File: src/rtl/core_pkg.sv
// Shared definitions for the RV32 core front end: fetch state encoding and
// instruction-related constants.
package core_pkg;

  localparam logic [31:0] NOP_INSTR         = 32'h0000_0013;
  localparam logic [31:0] INSTR_BYTES       = 32'd4;
  localparam logic [31:0] DEFAULT_RESET_VEC = 32'h0000_0000;

  typedef enum logic [1:0] {
    S_FETCH = 2'd0,
    S_WAIT  = 2'd1,
    S_VALID = 2'd2,
    S_DROP  = 2'd3
  } fetch_state_e;

  function automatic logic [31:0] word_align(input logic [31:0] i_addr);
    return {i_addr[31:2], 2'b00};
  endfunction

endpackage

File: src/rtl/adder32.sv
// Plain 32-bit ripple-style adder with carry in/out; used as the PC incrementer.
module adder32 (
  input  logic [31:0] i_a,
  input  logic [31:0] i_b,
  input  logic        i_cin,
  output logic [31:0] o_sum,
  output logic        o_cout
);

  assign {o_cout, o_sum} = {1'b0, i_a} + {1'b0, i_b} + {32'd0, i_cin};

endmodule

File: src/rtl/fetch_stage.sv
// RV32 instruction fetch: single-outstanding imem requests, valid/ready
// hand-off to decode, and redirect/flush from execute.
//
// state   | meaning
// FETCH   | request pc on imem, wait for grant
// WAIT    | request granted, waiting for its response
// VALID   | instruction held for decode until accepted
// DROP    | a stale response is still owed; discard it on arrival
module fetch_stage
  import core_pkg::*;
#(
  parameter int          XLEN      = 32,
  parameter logic [31:0] RESET_VEC = DEFAULT_RESET_VEC
) (
  input  logic            clk,
  input  logic            rst_n,
  output logic            imem_req,
  output logic [XLEN-1:0] imem_addr,
  input  logic            imem_gnt,
  input  logic            imem_rvalid,
  input  logic [XLEN-1:0] imem_rdata,
  output logic            inst_valid,
  output logic [XLEN-1:0] inst,
  output logic [XLEN-1:0] inst_pc,
  input  logic            inst_ready,
  input  logic            redirect_valid,
  input  logic [XLEN-1:0] redirect_pc
);

  fetch_state_e    r_state;
  logic [XLEN-1:0] r_pc;
  logic [XLEN-1:0] r_inst;
  logic [XLEN-1:0] r_inst_pc;
  logic            r_inst_valid;

  logic [XLEN-1:0] w_pc_next_seq;
  logic [XLEN-1:0] w_redirect_pc;
  logic            w_sum_cout_unused;
  logic [1:0]      w_redirect_lsb_unused;

  adder32 u_pc_inc (
    .i_a    (r_pc),
    .i_b    (INSTR_BYTES),
    .i_cin  (1'b0),
    .o_sum  (w_pc_next_seq),
    .o_cout (w_sum_cout_unused)
  );

  assign w_redirect_pc         = word_align(redirect_pc);
  assign w_redirect_lsb_unused = redirect_pc[1:0];

  // Reset forces the state to FETCH, so the request must be masked by rst_n itself.
  assign imem_req   = rst_n && (r_state == S_FETCH);
  assign imem_addr  = r_pc;
  assign inst_valid = r_inst_valid;
  assign inst       = r_inst;
  assign inst_pc    = r_inst_pc;

  always_ff @(posedge clk or negedge rst_n) begin
    if (!rst_n) begin
      r_state      <= S_FETCH;
      r_pc         <= RESET_VEC;
      r_inst_valid <= 1'b0;
      r_inst       <= NOP_INSTR;
      r_inst_pc    <= RESET_VEC;
    end else begin
      unique case (r_state)
        S_FETCH: begin
          if (redirect_valid) begin
            r_pc <= w_redirect_pc;
            if (imem_gnt) r_state <= S_DROP;
          end else if (imem_gnt) begin
            r_state <= S_WAIT;
          end
        end
        S_WAIT: begin
          if (redirect_valid) begin
            r_pc    <= w_redirect_pc;
            r_state <= imem_rvalid ? S_FETCH : S_DROP;
          end else if (imem_rvalid) begin
            r_inst       <= imem_rdata;
            r_inst_pc    <= r_pc;
            r_pc         <= w_pc_next_seq;
            r_inst_valid <= 1'b1;
            r_state      <= S_VALID;
          end
        end
        S_VALID: begin
          if (redirect_valid) begin
            r_pc         <= w_redirect_pc;
            r_inst_valid <= 1'b0;
            r_state      <= S_FETCH;
          end else if (inst_ready) begin
            r_inst_valid <= 1'b0;
            r_state      <= S_FETCH;
          end
        end
        S_DROP: begin
          if (redirect_valid) r_pc <= w_redirect_pc;
          // The owed response is consumed even if a redirect lands with it,
          // otherwise we would wait forever for a second one.
          if (imem_rvalid) r_state <= S_FETCH;
        end
        default: r_state <= S_FETCH;
      endcase
    end
  end

endmodule

File: config.mk
export PLATFORM = sky130hd
export DESIGN_NAME = fetch_stage
export DESIGN_NICKNAME = d
export VERILOG_FILES = /design/src/rtl/core_pkg.sv /design/src/rtl/adder32.sv /design/src/rtl/fetch_stage.sv
export SDC_FILE = /design/constraint.sdc
export NUM_CORES = 1
export LEC_CHECK = 0
export CAP_MARGIN = 30
export CORE_UTILIZATION = 40
export CTS_BUF_LIST = sky130_fd_sc_hd__clkbuf_4 sky130_fd_sc_hd__clkbuf_8
export DETAILED_ROUTE_END_ITERATION = 10
export PLACE_DENSITY_LB_ADDON = 0.05
export RECOVER_POWER = 25
export SYNTH_ARGS = -nofsm -noshare
export SYNTH_HDL_FRONTEND = slang
export SYNTH_SLANG_ARGS = --single-unit
File: constraint.sdc
create_clock -name clk -period 4.92 [get_ports clk]
set_input_delay 1.476 -clock clk [delete_from_list [all_inputs] [get_ports clk]]
set_output_delay 1.476 -clock clk [all_outputs]
set_load 0.005 [all_outputs]
==> flow_summary.toml <==
[status]
status = "finished with violations"
failed_checks = "capacitance limit, slew limit"

[route]
vias_per_cell = 5.197
ant_nets = 0
drt_iter0_markers = 129
dr.pass1.iters = 4
wl_per_cell_um = 15.80
wirelength_um = 10570
remaining_drc_errors = 0
via_count = 3477

[grt]
globalRouteMet3Util = 0.03250
grt_max_degree = 63
grt_usage = 0.1971
grt.busiest_layer = "met2"
grt.overflow.total = 0
use_met2 = 0.3156
antenna_found_initial = 0
grt_pass1_vias = 3420
use_met1 = 0.2647
grt_pass1_wl_um = 17270

[synth]
synthFlopType = "dfrtp_1"
synth_cells = 369
ys_async_sr_fraction = 1.000
syn-cell-area_um2 = 4323
synthDistinctLibCells = 47
yosysSeqAreaShare = 0.5508
synth_edf_count = 0
yosys_warnings = 0
avgSynthCellArea_um2 = 11.72
synth-seq-cells = 95

[sta]
min_period_ns = 3.886
slew_headroom = -0.2294
fin_crit_sh = 0.7897
tightestPinTransition_ns = 1.844
setup_tns_ns = 0
layout_setup_ws_ns = 1.034
fmax_mhz = 257.4
slew_viol_final = 35
hold_violations = 0
setup_viol = 0
rsz0062_at_grt = "false"
finClkSkew_ns = 0.007700

[cts]
cts_sinks = 95
clockBufferDepth = 2
cts_hold_buf = 0
worst_skew_pair.late_latency_ns = 0.37
cts_resized = 0
tritoncts = "built"
clk_pin_slew_ns = 0.09
cts_max_level = 3
clock_tree.root_cell = "clkbuf_8"
post-cts-setup-buffers = 0
cts_buffers = 9

[final_layout]
n_antenna_cell = 0
nNetsFinal = 599
syn2layout_area_growth_pct = 44.95
layout-drive-gt1-share = 0.1801
num-fill-cells = 874

[setup_path]
cpLargestDelayFamily = "buffers and inverters"
critPathLaunchType = "input pin"
crit_chain = "clkbuf_1 -> and2_1 -> clkdlybuf4s50_1"
critical_path_class = "in2out"
cp_data_required_time_ns = 3.44
critPathMaxFanout = 2
crit_arrival_ns = 2.41
cp_num_buf_inv = 2
critPathMaxStageDelay_ns = 0.51
cpMaxStageDelayCell = "clkdlybuf4s50_1"
end_kind = "output pin"

[power_and_ir_drop]
p_int_w = 0.002135
seqPwrFrac = 0.431
p_leak_nw = 2.447
p_clk_frac = 0.178
ir_drop_uv = 277.4
p_sw_w = 0.0008254
switching_share = 0.2788
combPwrFrac = 0.391
p_per_area_nw_per_um2 = 472.4

[die]
die_h_um = 106.0
fp.dieArea_um2 = 11230
core_area_um2 = 10420
start_util = 0.4150
dieWidth_um = 106.0
ios = 168
rows = 37

[place]
gp_congestion = 0.8041
pre_cts_slack_ns = 1.151
dp_hpwl_um = 7597
portBuffers = 161

[hold_path]
hold_class = "reg2reg"

[job]
maxCapViolCount = 1
## synth_stat cells (8+ instances only)
library cell	count	area (µm²)
a21oi_1	8	40.04
a31oi_1	11	68.82
clkbuf_1	17	63.81
dfrtp_1	92	2302
mux2_2	62	698.2
nand2_1	26	97.59
nand3_1	11	55.05
nor2_1	21	78.83
o21ai_0	19	95.09
o31ai_1	9	67.56
or4_1	8	60.06
## layout make-up
cell class / count / area, µm² / area share
clock inverter: 6 / 68.82 / 0.01098
inverter: 8 / 30.03 / 0.004792
clock buffer: 10 / 131.4 / 0.02097
sequential: 95 / 2381 / 0.3800
multi-input combinational: 246 / 1821 / 0.2905
timing repair buffer: 168 / 1664 / 0.2656
tap: 136 / 170.2 / 0.02716
## sequential cells by signal, summed over array words and instances, names as in the netlist
register,flops
inst_valid,1
inst_pc,30
inst,32
r_state,2
imem_addr,30
## power by group through the flow
stage                     clock network (W)  logic, W  registers, W
after floorplan                           0  0.000398       0.00130
after global placement                    0   0.00116       0.00128
after detailed placement                  0   0.00117       0.00130
after CTS                          0.000543   0.00118       0.00128
after global routing               0.000571   0.00125       0.00133
final                              0.000525   0.00116       0.00128
## logic make-up (layout without fill, tap and decap cells)
kind of cell	count (synthesis)	after routing	synth area share
AO/OA/AOI/OAI	63	63	0.09407
XOR/XNOR	6	6	0.01216
adder cells (fa/ha/maj)	1	1	0.002894
buffers and inverters	31	192	0.03242
flip-flops	95	95	0.5508
multiplexers	66	66	0.1708
other	1	4	0.0008675
AND/OR/NAND/NOR	106	106	0.1360
## metal layers
layer	share of wire	wire length (µm)
met1	0.45	4783
met5	0	0
met4	0.019	199
met3	0.045	473
met2	0.48	5113
## worst paths after layout
check / from / endpoint / slack [ns] / cells after the start
worst max-delay path: rst_n / imem_req / 1.03 / 3
worst min-delay path: inst_pc[31] / inst_pc[31] / 0.51 / 1
worst max register to register: imem_addr[2] / imem_addr[18] / 2.64 / 5
worst min register to register: inst_pc[31] / inst_pc[31] / 0.51 / 1
max in group asynchronous: rst_n / imem_addr[26] / 1.38 / 3
min in group asynchronous: rst_n / imem_addr[24] / 1.90 / 2
## stage by stage
stage | total power (W) | instances | util | cell area [µm²] | hold WS (ns)
floorplan | 0.001699 | 372 | - | 4334 | 0.4903
global placement | 0.002435 | 652 | 0.5826 | 6068 | 0.4877
detailed placement | 0.002474 | 653 | 0.5831 | 6073 | 0.4943
CTS | 0.003003 | 669 | 0.6023 | 6274 | 0.5150
global route | 0.003147 | 669 | 0.6016 | 6266 | 0.5282
finish | 0.002960 | 669 | 0.6016 | 6266 | 0.5100
## placed cells by master, fill, tap and decap left out, drive strengths merged, types with 2 or more instances in the layout
cell / netlist / final
clkdlybuf4s50: 0 / 159
dfrtp: 92 / 92
mux2: 62 / 62
nand2: 26 / 26
nor2: 21 / 21
o21ai: 19 / 19
clkbuf: 17 / 12
nand3: 11 / 11
a31oi: 11 / 11
or4: 11 / 11
o31ai: 9 / 9
inv: 7 / 9
a21oi: 8 / 8
or3: 7 / 7
nor4: 6 / 6
nand4: 6 / 6
buf: 6 / 6
xnor2: 5 / 5
nor2b: 4 / 4
a22oi: 4 / 4
o211ai: 4 / 4
mux2i: 4 / 4
conb: 1 / 4
nand4b: 3 / 3
nor3b: 3 / 3
dfstp: 3 / 3
clkinv: 1 / 3
and2: 2 / 2
o41ai: 2 / 2
nor3: 2 / 2
Note: power is estimated with default switching activity, not from simulation.
